==> config.mk <==
export PLATFORM = sky130hd
export DESIGN_NAME = muldiv_seq
export DESIGN_NICKNAME = d
export VERILOG_FILES = /design/src/rtl/muldiv_pkg.sv /design/src/rtl/muldiv_step.sv /design/src/rtl/muldiv_seq.sv
export SDC_FILE = /design/constraint.sdc
export NUM_CORES = 1
export LEC_CHECK = 0
export CAP_MARGIN = 30
export CORE_AREA = 2 2 164 166
export CTS_BUF_LIST = sky130_fd_sc_hd__clkbuf_2
export DETAILED_ROUTE_END_ITERATION = 7
export DIE_AREA = 0 0 166 168
export PLACE_DENSITY = 0.8
export SLEW_MARGIN = 20
export SYNTH_ARGS = -nofsm -noshare
export SYNTH_HDL_FRONTEND = slang
export SYNTH_SLANG_ARGS = --single-unit
==> constraint.sdc <==
create_clock -name clk -period 5.3 [get_ports clk]
set_clock_uncertainty 0.15 [all_clocks]
set_input_delay 1.06 -clock clk [delete_from_list [all_inputs] [get_ports clk]]
set_output_delay 1.06 -clock clk [all_outputs]
set_load 0.01 [all_outputs]
==> src/rtl/muldiv_pkg.sv <==
// Shared CPU package: ALU and mul/div opcodes,
// mul/div FSM states and small decode helpers.
package muldiv_pkg;

  typedef enum logic [3:0] {
    ALU_ADD  = 4'b0000,
    ALU_SUB  = 4'b1000,
    ALU_SLL  = 4'b0001,
    ALU_SLT  = 4'b0010,
    ALU_SLTU = 4'b0011,
    ALU_XOR  = 4'b0100,
    ALU_SRL  = 4'b0101,
    ALU_SRA  = 4'b1101,
    ALU_OR   = 4'b0110,
    ALU_AND  = 4'b0111
  } alu_op_e;

  typedef enum logic [2:0] {
    MD_MUL  = 3'b000,
    MD_MULH = 3'b001,
    MD_DIVU = 3'b010,
    MD_REMU = 3'b011,
    MD_DIV  = 3'b100,
    MD_REM  = 3'b101,
    MD_RSV6 = 3'b110,
    MD_RSV7 = 3'b111
  } md_op_e;

  typedef enum logic [1:0] {
    S_IDLE,
    S_RUN,
    S_FIX,
    S_DONE
  } md_state_e;

  function automatic logic md_is_rsv(
    input logic [2:0] op
  );
    return op[2:1] == 2'b11;
  endfunction

  function automatic logic md_is_mul(
    input logic [2:0] op
  );
    return op[2:1] == 2'b00;
  endfunction

  function automatic logic md_is_div(
    input logic [2:0] op
  );
    return !md_is_mul(op) && !md_is_rsv(op);
  endfunction

  function automatic logic md_is_signed(
    input logic [2:0] op
  );
    return op[2:1] == 2'b10;
  endfunction

endpackage

==> src/rtl/muldiv_step.sv <==
// One iteration of shift-add multiply or
// restoring shift-subtract divide.
module muldiv_step #(
  parameter int WIDTH = 32
) (
  input  logic             div,
  input  logic [WIDTH-1:0] hi,
  input  logic [WIDTH-1:0] lo,
  input  logic [WIDTH-1:0] opnd,
  output logic [WIDTH-1:0] hi_nx,
  output logic [WIDTH-1:0] lo_nx
);

  logic [WIDTH:0]   x;
  logic [WIDTH:0]   y;
  logic [WIDTH:0]   y_eff;
  logic [WIDTH+1:0] full;
  logic             ge;

  // Adder operands: partial product or shifted remainder
  always_comb begin
    x = {1'b0, hi};
    y = '0;
    if (div) begin
      x = {hi, lo[WIDTH-1]};
      y = {1'b0, opnd};
    end else if (lo[0]) begin
      y = {1'b0, opnd};
    end
  end

  assign y_eff = div ? ~y : y;
  assign full  = {1'b0, x} + {1'b0, y_eff}
               + {{(WIDTH+1){1'b0}}, div};
  assign ge    = full[WIDTH+1];

  // Next remainder/quotient or next product halves
  always_comb begin
    if (div) begin
      hi_nx = ge ? full[WIDTH-1:0] : x[WIDTH-1:0];
      lo_nx = {lo[WIDTH-2:0], ge};
    end else begin
      hi_nx = full[WIDTH:1];
      lo_nx = {full[0], lo[WIDTH-1:1]};
    end
  end

endmodule

==> src/rtl/muldiv_seq.sv <==
// Sequential multiply/divide unit: one bit per
// cycle, sign fix-up cycle, valid/ready result.
module muldiv_seq
  import muldiv_pkg::*;
#(
  parameter int WIDTH = 32,
  parameter int CNTW  = $clog2(WIDTH) + 1
) (
  input  logic             clk,
  input  logic             reset_b,
  input  logic             in_valid,
  output logic             in_ready,
  input  logic [2:0]       op,
  input  logic [WIDTH-1:0] din_a,
  input  logic [WIDTH-1:0] din_b,
  input  logic             flush,
  output logic             out_valid,
  input  logic             out_ready,
  output logic [WIDTH-1:0] dout,
  output logic             vout,
  output logic             dz
);

  localparam logic [WIDTH-1:0] MIN_NEG =
    {1'b1, {(WIDTH-1){1'b0}}};
  localparam logic [CNTW-1:0] CNT_LOAD =
    CNTW'(WIDTH - 1);

  md_state_e        state;
  logic [CNTW-1:0]  cnt;
  logic [WIDTH-1:0] hi;
  logic [WIDTH-1:0] lo;
  logic [WIDTH-1:0] opnd;
  md_op_e           op_q;
  logic             sign_a;
  logic             sign_b;
  logic             ovf;

  logic             is_sgn;
  logic             sa;
  logic             sb;
  logic [WIDTH-1:0] a_mag;
  logic [WIDTH-1:0] b_mag;
  logic             is_rsv;
  logic             is_zdiv;
  logic             is_ovf;
  logic [WIDTH-1:0] zdiv_res;

  logic [WIDTH-1:0] hi_nx;
  logic [WIDTH-1:0] lo_nx;
  logic [WIDTH-1:0] res_d;
  logic             res_v;

  assign in_ready = (state == S_IDLE);

  assign is_sgn  = md_is_signed(op);
  assign sa      = is_sgn & din_a[WIDTH-1];
  assign sb      = is_sgn & din_b[WIDTH-1];
  assign a_mag   = sa ? -din_a : din_a;
  assign b_mag   = sb ? -din_b : din_b;
  assign is_rsv  = md_is_rsv(op);
  assign is_zdiv = md_is_div(op) && (din_b == '0);
  assign is_ovf  = (op == MD_DIV)
                && (din_a == MIN_NEG)
                && (din_b == '1);
  assign zdiv_res = (op == MD_DIVU || op == MD_DIV)
                  ? '1 : din_a;

  muldiv_step #(
    .WIDTH (WIDTH)
  ) u_step (
    .div   (md_is_div(op_q)),
    .hi    (hi),
    .lo    (lo),
    .opnd  (opnd),
    .hi_nx (hi_nx),
    .lo_nx (lo_nx)
  );

  // Result select and sign correction for FIX
  always_comb begin
    res_d = lo;
    res_v = 1'b0;
    case (op_q)
      MD_MUL: begin
        res_d = lo;
        res_v = |hi;
      end
      MD_MULH: res_d = hi;
      MD_DIVU: res_d = lo;
      MD_REMU: res_d = hi;
      MD_DIV: begin
        res_d = (sign_a ^ sign_b) ? -lo : lo;
        res_v = ovf;
      end
      MD_REM:  res_d = sign_a ? -hi : hi;
      default: res_d = '0;
    endcase
  end

  // Control FSM, iteration datapath, result regs
  always_ff @(posedge clk or negedge reset_b) begin
    if (!reset_b) begin
      state     <= S_IDLE;
      cnt       <= '0;
      hi        <= '0;
      lo        <= '0;
      opnd      <= '0;
      op_q      <= MD_MUL;
      sign_a    <= 1'b0;
      sign_b    <= 1'b0;
      ovf       <= 1'b0;
      out_valid <= 1'b0;
      dout      <= '0;
      vout      <= 1'b0;
      dz        <= 1'b0;
    end else if (flush) begin
      state     <= S_IDLE;
      out_valid <= 1'b0;
    end else begin
      unique case (state)
        S_IDLE: begin
          if (in_valid) begin
            unique case (1'b1)
              is_rsv: begin
                state     <= S_DONE;
                out_valid <= 1'b1;
                dout      <= '0;
                vout      <= 1'b0;
                dz        <= 1'b1;
              end
              is_zdiv: begin
                state     <= S_DONE;
                out_valid <= 1'b1;
                dout      <= zdiv_res;
                vout      <= 1'b0;
                dz        <= 1'b1;
              end
              default: begin
                state  <= S_RUN;
                cnt    <= CNT_LOAD;
                op_q   <= md_op_e'(op);
                hi     <= '0;
                sign_a <= sa;
                sign_b <= sb;
                ovf    <= is_ovf;
                if (md_is_mul(op)) begin
                  lo   <= din_b;
                  opnd <= din_a;
                end else begin
                  lo   <= a_mag;
                  opnd <= b_mag;
                end
              end
            endcase
          end
        end
        S_RUN: begin
          hi  <= hi_nx;
          lo  <= lo_nx;
          cnt <= cnt - CNTW'(1);
          if (cnt == '0) begin
            state <= S_FIX;
          end
        end
        S_FIX: begin
          state     <= S_DONE;
          out_valid <= 1'b1;
          dout      <= res_d;
          vout      <= res_v;
          dz        <= 1'b0;
        end
        S_DONE: begin
          if (out_ready) begin
            state     <= S_IDLE;
            out_valid <= 1'b0;
          end
        end
        default: state <= S_IDLE;
      endcase
    end
  end

endmodule

-- Yosys cells after proc, flatten, opt, wreduce, memory -nomap -nowiden
Cells that the tools add are included.
- $add $sub $neg: 7
- $mul: 0
- div/mod/pow operators: 0
- $lt $le $gt $ge: 0
- equal/unequal tests: 23
- shift-type cells: 0
- muxes and demuxes: 43
- bitwise logic cells: 6
- reductions and logical operators: 29
- operators by type and width (kind ; number):
    $mux 32 ; 16
    $pmux 32 s2 ; 4
    $neg 32->32 ; 4
    $pmux 32 s4 ; 1
    $mux 33 ; 3
    $eq 32x32->1 const B ; 2
    $add 33x33->34 ; 1
    $add 34x1->34 ; 1
    $not 33->33 ; 1
    $logic_not 32->1 ; 1
    $reduce_or 32->1 ; 1
    $reduce_and 4->1 ; 5
    $mux 6 ; 2
    $pmux 6 s2 ; 1
    $eq 2x2->1 const B ; 5
    $mux 2 ; 5
    $eq 3x2->1 const B ; 3
    $eq 3x3->1 const B ; 3
    $pmux 2 s4 ; 1
    $logic_not 2->1 ; 3
    $logic_not 6->1 ; 1
    $mux 1 ; 6
    $ne 2x2->1 const B ; 3
    $ne 3x2->1 const B ; 2
    other kinds (18) ; 33
- register bits after elaboration: 145
- bits in latches: 0
- RAM bits: 0
- ROM bits: 0
- input port bits: 72
- output and inout bits: 36
- word-level logic and storage cells: 121
- memories: 0

-- Longest topological paths before layout
Gate-level depths: netlist of the first run.
- depth after elaboration: 11
- mapped depth: 20
- depth with buffers taken out: 14

-- Modules after synthesis
Synthesis of the first run repeated with hierarchy kept, for this count alone.
- cells, all modules: 1948
- area, all modules: 14288.7 µm²
- modules (own cells, without submodules) (module ; times used ; cells each ; area an instance (µm²) ; seq. area each (µm²)):
    muldiv_seq ; 1 ; 1405 ; 10647.7 ; 3628.5
    muldiv_step ; 1 ; 543 ; 3641.0 ; 0.0

-- Worst setup path after synthesis of the first run
Ideal clock, no wire load.
- path type: register to register
- start point: reg op_q[2]
- end point: reg hi[26]
- setup time: 110 ps
- arrival: 4346 ps
- data required time: 5040 ps
- setup slack: 694 ps
- cell stages (with the launch flop): 18
- path buffers: 4
- clock period less this slack: 4606 ps
- cell sequence: dfrtp_1 > buf_4 > xnor2_2 > clkbuf_1 > clkbuf_1 > clkbuf_1 > o21ai_0 > fa_1 > a21o_1 > a221oi_1 > nand2b_1 > o2111ai_1 > o211ai_1 > nor3_1 > a2111oi_0 > xnor2_1 > nor2_1 > o41ai_1
- longest elaborated chain between the ends: 11
- elaborated cells on any way between the ends: 14
- those cells by class: add/sub: 2; eq/ne: 1; mux: 6; bitwise: 1; reduce/logical: 4
- RTL lines (what ; line ; RTL):
    from (decl) ; muldiv_seq.sv:34 ; md_op_e op_q;
    from (signal assigned) ; muldiv_seq.sv:142 ; op_q <= md_op_e'(op);
    $eq 2x2->1 or $logic_not 2->1 (tied branches) ; muldiv_pkg.sv:39, muldiv_pkg.sv:45 ;
    $logic_not 1->1 ; muldiv_pkg.sv:51 ; return !md_is_mul(op) && !md_is_rsv(op);
    $logic_and 1x1->1 (*) ; muldiv_pkg.sv:51 ;
    $mux 33 ; muldiv_step.sv:24 ; if (div) begin
    $not 33->33 ; muldiv_step.sv:32 ; assign y_eff = div ? ~y : y;
    $mux 33 ; muldiv_step.sv:32 ;
    $add 33x33->34 ; muldiv_step.sv:33 ; assign full = {1'b0, x} + {1'b0, y_eff}
    $add 34x1->34 ; muldiv_step.sv:34 ; + {{(WIDTH+1){1'b0}}, div};
    $mux 32 ; muldiv_step.sv:40 ; hi_nx = ge ? full[WIDTH-1:0] : x[WIDTH-1:0];
    $mux 32 (*) ; muldiv_step.sv:39 ; if (div) begin
    $pmux 32 s2 (*) ; muldiv_seq.sv:121 ; unique case (state)
    to (signal assigned) ; muldiv_seq.sv:159 ; hi <= hi_nx;
    to (decl) ; muldiv_seq.sv:31 ; logic [WIDTH-1:0] hi;
Every way passes the cells marked *; elsewhere a longest branch is shown, timed or not.
A chain may end at the register's enable or synchronous reset.

-- Worst setup path in the final report of the first run
- start point: reg op_q[2]
- end point: reg hi[21]
The elaborated chain is that of the path after synthesis.

==> flow_summary.yaml, run 1 <==
logic_synthesis:
  netlist_area_sq_um: 13900
  synth_fp_nets: 2113
  yosysWarningCount: 0
  syn_area_per_cell_sq_um: 6.98
  syn_inst: 1995
  ys_types: 75
  ys_seq_elements: 145
  synth-edff-count: 0
  async_flop_share_pct: 100
  ys_seq_area_share_pct: 26.1
  synth_ff_type: "dfrtp_1"
routing:
  vias_per_cell: 6.46
  wl_per_cell_um: 22.1
  drc_errors: 0
  first_pass_iters: 6
  ant_nets: 0
  drt_iter0_drc: 2126
  routed_wl_mm: 51.6
  vias: 15124
placed_design:
  pre_cts_ws_ps: 559
  routabilityCongestion: 0.998
  dp_hpwl_mm: 39.1
  dp_cells: 2306
  io_buffers: 107
outcome:
  status: "finished clean"
critical_path:
  worstPathArrival_ps: 5380
  critical_path_class: "reg2reg"
  startpoint_type: "register"
  worstPathRequired_ps: 5860
  end_kind: "register"
  critPathMaxFanout: 33
clock_tree:
  cts_sinks: 145
  cts_setup_buffers: 0
  hold_buffers: 0
  cts_tree: "built"
  root_buffer: "clkbuf_2"
  clk_pin_slew_ps: 300
  cts.repair.resized: 0
  numCtsBuffers: 17
  clk_latency_ps: 820
  htreeDepth: 4
  cts_buffer_depth: 2
layout:
  area_delta_synth_final_pct: 11.0
  drive_gt1_share_pct: 5.40
  final_net_count: 2104
  utilization_pct: 58.7
  stdcell_count: 2341
die:
  start_util_pct: 52.8
  core.rowCount: 60
  ioPinCount: 108
  die_x_um: 166
  design.die.area_sq_um: 27900
  coreArea_sq_um: 26400
  die_h_um: 168
min_path:
  hold_path.class: "in2async"
sta:
  tightest_slew_ps: 971
  period_share_pct: 91.0
  drv_slew: 0
  finalHoldViolCount: 0
  hold_slack_ps: 110
  relSlewSlack_pct: 35.1
  setup_viol: 0
  clock.fmax_mhz: 207
  tns_ps: 0
  rsz0062_at_grt: "false"
  layout_setup_ws_ps: 479
  period_needed_ps: 4820
power:
  combPwrFrac_pct: 71.4
  p_switching_uw: 6450
  intPower_uw: 4840
  p_per_area_nw_per_um2: 730
  seqPwrFrac_pct: 22.2
  power.leakage_uw: 0.00632
  ir_drop_uv: 502
  swShare_pct: 57.1
  clkPwrFrac_pct: 6.3
global_routing:
  grt_max_degree: 106
  grt_usage_pct: 36.4
  globalRouteOverflowTotal: 0
  grt_pass1_vias: 13815
  grt_first_pass_wirelength_mm: 80.1
  antenna_found_initial: 1
job:
  maxCapViolations: 0
## layer usage
layer  track usage [%]  vias up  part of all wire (%)
li1                  -     7043                     -
met1              51.2     7104                    43
met2              53.0      875                    41
met3              9.57      102                    12
met4              15.2        0                   4.3
met5                 0        -                     0
## worst max-delay path, stage by stage (launching register included)
cell and delay, ps:
dfrtp_1 640, xor2_4 810, buf_12 280, nand2_1 70
nand2_1 80, ha_1 270, nor3_1 120, o311ai_1 300
a21oi_1 130, or4bb_1 610, o31ai_4 320, a21oi_2 100
nand2_1 320, buf_12 220, o21ai_0 90, o31ai_1 260
## worst paths after layout
path | from | endpoint | slack (ps) | cells past startpoint
setup / recovery | op_q[2] | hi[21] | 480 | 15
hold / removal | reset_b | state[0] | 110 | 1
setup reg to reg | op_q[2] | hi[21] | 480 | 15
hold reg to reg | cnt[0] | cnt[0] | 370 | 1
max in group asynchronous | reset_b | opnd[3] | 3790 | 2
min in group clk | cnt[0] | cnt[0] | 370 | 1
## final cells by class
cell class	count	area, sq um
antenna	1	2.50
sequential	145	3630
inverter	27	101
multi-input combinational	1638	9490
clock buffer	17	85.1
timing repair buffer	157	1530
fill	2481	10900
tap	341	427
clock inverter	15	193
## synth_stat cells (3+ instances only)
| cell | number | area share [%] |
|---|---|---|
| nand2_1 | 355 | 9.6 |
| o21ai_0 | 230 | 8.3 |
| nor2_1 | 213 | 5.7 |
| a21oi_1 | 161 | 5.8 |
| dfrtp_1 | 145 | 26 |
| clkbuf_1 | 130 | 3.5 |
| xor2_1 | 66 | 4.2 |
| mux2i_1 | 59 | 4.2 |
| a31oi_1 | 48 | 2.2 |
| xnor2_1 | 48 | 3.0 |
| ha_1 | 45 | 4.0 |
| nand3_1 | 40 | 1.4 |
| nor3_1 | 36 | 1.3 |
| o31ai_1 | 33 | 1.8 |
| o221ai_1 | 32 | 2.0 |
| or3_1 | 29 | 1.3 |
| buf_2 | 27 | 0.97 |
| inv_1 | 27 | 0.73 |
| o22ai_1 | 24 | 1.1 |
| buf_1 | 20 | 0.54 |
| nand2b_1 | 18 | 0.81 |
| nand4_1 | 17 | 0.76 |
| nor4_1 | 16 | 0.72 |
| o21ai_1 | 15 | 0.54 |
| a21o_1 | 13 | 0.70 |
| nor2b_1 | 13 | 0.58 |
| o211ai_1 | 13 | 0.70 |
| o41ai_1 | 12 | 0.75 |
| or4_1 | 9 | 0.49 |
| and2_1 | 8 | 0.36 |
| o21a_1 | 8 | 0.43 |
| and3_1 | 6 | 0.27 |
| a22o_1 | 5 | 0.31 |
| buf_4 | 5 | 0.27 |
| a211oi_1 | 4 | 0.22 |
| a221oi_1 | 3 | 0.19 |
| a22oi_1 | 3 | 0.16 |
| a2bb2oi_1 | 3 | 0.19 |
| buf_6 | 3 | 0.24 |
| nor3b_1 | 3 | 0.16 |
| o21bai_1 | 3 | 0.16 |
| o31a_1 | 3 | 0.19 |
| or2_2 | 3 | 0.13 |
| or3b_2 | 3 | 0.19 |
## power groups by stage
stage | Sequential, uW | Combinational (uW) | Clock (uW)
finish | 2510 | 8060 | 715
global route | 2560 | 8860 | 757
CTS | 2460 | 7840 | 713
detailed placement | 2490 | 7790 | 0
global placement | 2460 | 7680 | 0
floorplan | 1950 | 5890 | 0
## registers in the layout, summed over array words and instances (netlist names)
name and cells:
dout 32, hi 32, lo 32, opnd 32, cnt 6, op_q 3, state 2, dz 1
out_valid 1, ovf 1, sign_a 1, sign_b 1, vout 1
## cells in the final DEF, fill, tap and decap left out, types with 40 or more instances in the layout
cell type	netlist	layout
nor2_1	213	213
xnor2_1	48	48
nand2_1	355	355
dfrtp_1	145	144
a21oi_1	161	160
nand3_1	40	40
o21ai_0	230	230
a31oi_1	48	48
xor2_1	66	65
mux2i_1	59	59
buf_4	5	43
ha_1	45	43
clkdlybuf4s50_1	0	106
## kinds of logic after synthesis
logic type,after synthesis,share of synthesized area [%]
AND/OR/NAND/NOR,787,25.0
flip-flops,145,26.1
XOR/XNOR,115,7.29
multiplexers,62,4.51
buffers and inverters,212,6.25
AO/OA/AOI/OAI,628,26.7
adder cells (fa/ha/maj),46,4.19
## per-stage QoR
step	power (uW)	area, sq um
5_1_grt	12200	15500
2_1_floorplan	7840	13900
4_1_cts	11000	15400
3_5_place_dp	10300	15100
6_report	11300	15500
3_3_place_gp	10100	15100
(Power assumes the default switching activity.)
==> run 2, diff against run 1 <==
--- a/config.mk
+++ b/config.mk
@@ -6,11 +6,11 @@
 export NUM_CORES = 1
 export LEC_CHECK = 0
 export CAP_MARGIN = 30
-export CORE_AREA = 2 2 164 166
-export CTS_BUF_LIST = sky130_fd_sc_hd__clkbuf_2
+export CORE_AREA = 2 2 156 158
+export CTS_BUF_LIST = sky130_fd_sc_hd__clkbuf_2 sky130_fd_sc_hd__clkbuf_4 sky130_fd_sc_hd__clkbuf_8
 export DETAILED_ROUTE_END_ITERATION = 7
-export DIE_AREA = 0 0 166 168
-export PLACE_DENSITY = 0.8
+export DIE_AREA = 0 0 158 160
+export PLACE_DENSITY = 0.87
 export SLEW_MARGIN = 20
 export SYNTH_ARGS = -nofsm -noshare
 export SYNTH_HDL_FRONTEND = slang
==> flow_summary.yaml, run 2 (synthesis gave the netlist of run 1 again) <==
outcome:
  status: "complete, but fails checks"
  failed_checks: "design-rule violations"
power:
  ir_drop_uv: 479
  p_per_area_nw_per_um2: 730
  power.leakage_uw: 0.00632
critical_path:
  r2r_setup_slack_ps: 510
  reg2reg_depth: 14
  critical_path_class: "reg2reg"
  startpoint_type: "register"
  critPathMaxFanout: 21
  worstPathRequired_ps: 5550
  rr_endpoint: "hi[27]"
  end_kind: "register"
  worstPathArrival_ps: 5030
  r2r_start: "op_q[1]"
global_routing:
  grt.met1_usage_pct: 57.9
  grt_max_degree: 86
  globalRouteOverflowTotal: 0
  use_met2_pct: 55.9
  antenna_found_initial: 0
  grt_usage_pct: 40.1
  gr-usage-met3_pct: 11.6
  top_usage_layer: "met1"
  grt_first_pass_wirelength_mm: 78.1
  grt_pass1_vias: 13662
die:
  start_util_pct: 58.5
  die_x_um: 158
  die_h_um: 160
  coreArea_sq_um: 23800
  design.die.area_sq_um: 25300
  core.rowCount: 57
  ioPinCount: 108
job:
  maxCapViolations: 0
clock_tree:
  cts_sinks: 145
  htreeDepth: 4
  cts_tree: "built"
  cts_setup_buffers: 0
  cts_buffer_depth: 2
  cts.repair.resized: 0
  numCtsBuffers: 17
  hold_buffers: 0
  clk_pin_slew_ps: 100
  clk_latency_ps: 480
  root_buffer: "clkbuf_8"
layout:
  area_delta_synth_final_pct: 10.9
  final_net_count: 2094
  utilization_pct: 64.8
  insertedDiodeCount: 0
  layout_commonest_cell: "nand2_1"
  final_cell_mix: "nand2_1 (355), o21ai_0 (230), nor2_1 (213), a21oi_1 (160), dfrtp_1 (144)"
  fillers: 2190
  drive_gt1_share_pct: 4.93
routing:
  vias: 15162
  ant_nets: 0
  drc_errors: 13
  drt_iter0_drc: 2153
  vias_per_cell: 6.56
  first_pass_iters: 8
  routed_wl_mm: 50.2
  wl_per_cell_um: 21.7
placed_design:
  routabilityCongestion: 0.994
  io_buffers: 107
  dp_hpwl_mm: 38.2
sta:
  finalHoldViolCount: 0
  period_needed_ps: 4790
  tns_ps: 0
  drv_slew: 0
  period_share_pct: 90.3
  tightest_slew_ps: 1080
  hold_slack_ps: 354
  setup_viol: 0
  relSlewSlack_pct: 27.7
  rsz0062_at_grt: "false"
  clock.fmax_mhz: 209
min_path:
  hold-path-cell-count: 1
  hold_path.class: "reg2reg"
  hold_path_startpoint: "dout[24]"
  min_to: "dout[24]"
==> run 2: layout make-up <==
cell class | instances | area, sq um | share of cell area (%)
clock buffers | 17 | 234 | 1.51
flip-flops and latches | 145 | 3630 | 23.5
inverters | 27 | 101 | 0.656
well taps | 324 | 405 | 2.62
multi-input cells | 1638 | 9490 | 61.4
repair buffers | 147 | 1390 | 9.02
clock inverters | 15 | 195 | 1.26
==> run 2: power by group <==
group / internal (uW) / switching (uW) / total [uW]
clock network: 408 / 556 / 965
logic: 2930 / 4820 / 7750
registers: 1600 / 960 / 2560
total: 4950 / 6330 / 11300
==> run 2: worst max path at each step <==
stage,start,end,slack [ps]
5_1_grt,op_q[1],hi[26],120
4_1_cts,op_q[1],hi[26],630
6_report,op_q[1],hi[27],510
3_5_place_dp,din_b[20],hi[0],530
2_1_floorplan,op_q[2],hi[26],690
3_3_place_gp,din_b[19],dout[29],570
==> run 2: worst max-delay path: stages, from the launching register on <==
cell      delay, ps
dfrtp_1         680
xnor2_4         170
nand2_1         450
a21oi_1         330
ha_1            310
a21oi_1         140
o21a_1          220
o211ai_1        130
a31oi_1         490
a31oi_1         240
buf_4           200
o21ai_0         510
o21ai_0         250
and4b_1         240
a211oi_1        190
==> run 2: stage by stage <==
stage,std cells,cell area (sq um),power [uW],worst slack (ps)
floorplan,1995,13900,7840,694
global placement,2279,15000,9900,573
detailed placement,2280,15000,10000,532
CTS,2312,15400,11000,626
global route,2313,15400,12200,120
finish,2313,15400,11300,513
==> run 2: per-layer routing <==
| metal | share of wire, % | wire length (um) | up-vias |
|---|---|---|---|
| met5 | 0 | 0 | - |
| met4 | 4.6 | 2290 | 0 |
| met3 | 14 | 6930 | 136 |
| met2 | 41 | 20600 | 989 |
| met1 | 41 | 20400 | 7009 |
| li1 | - | - | 7028 |
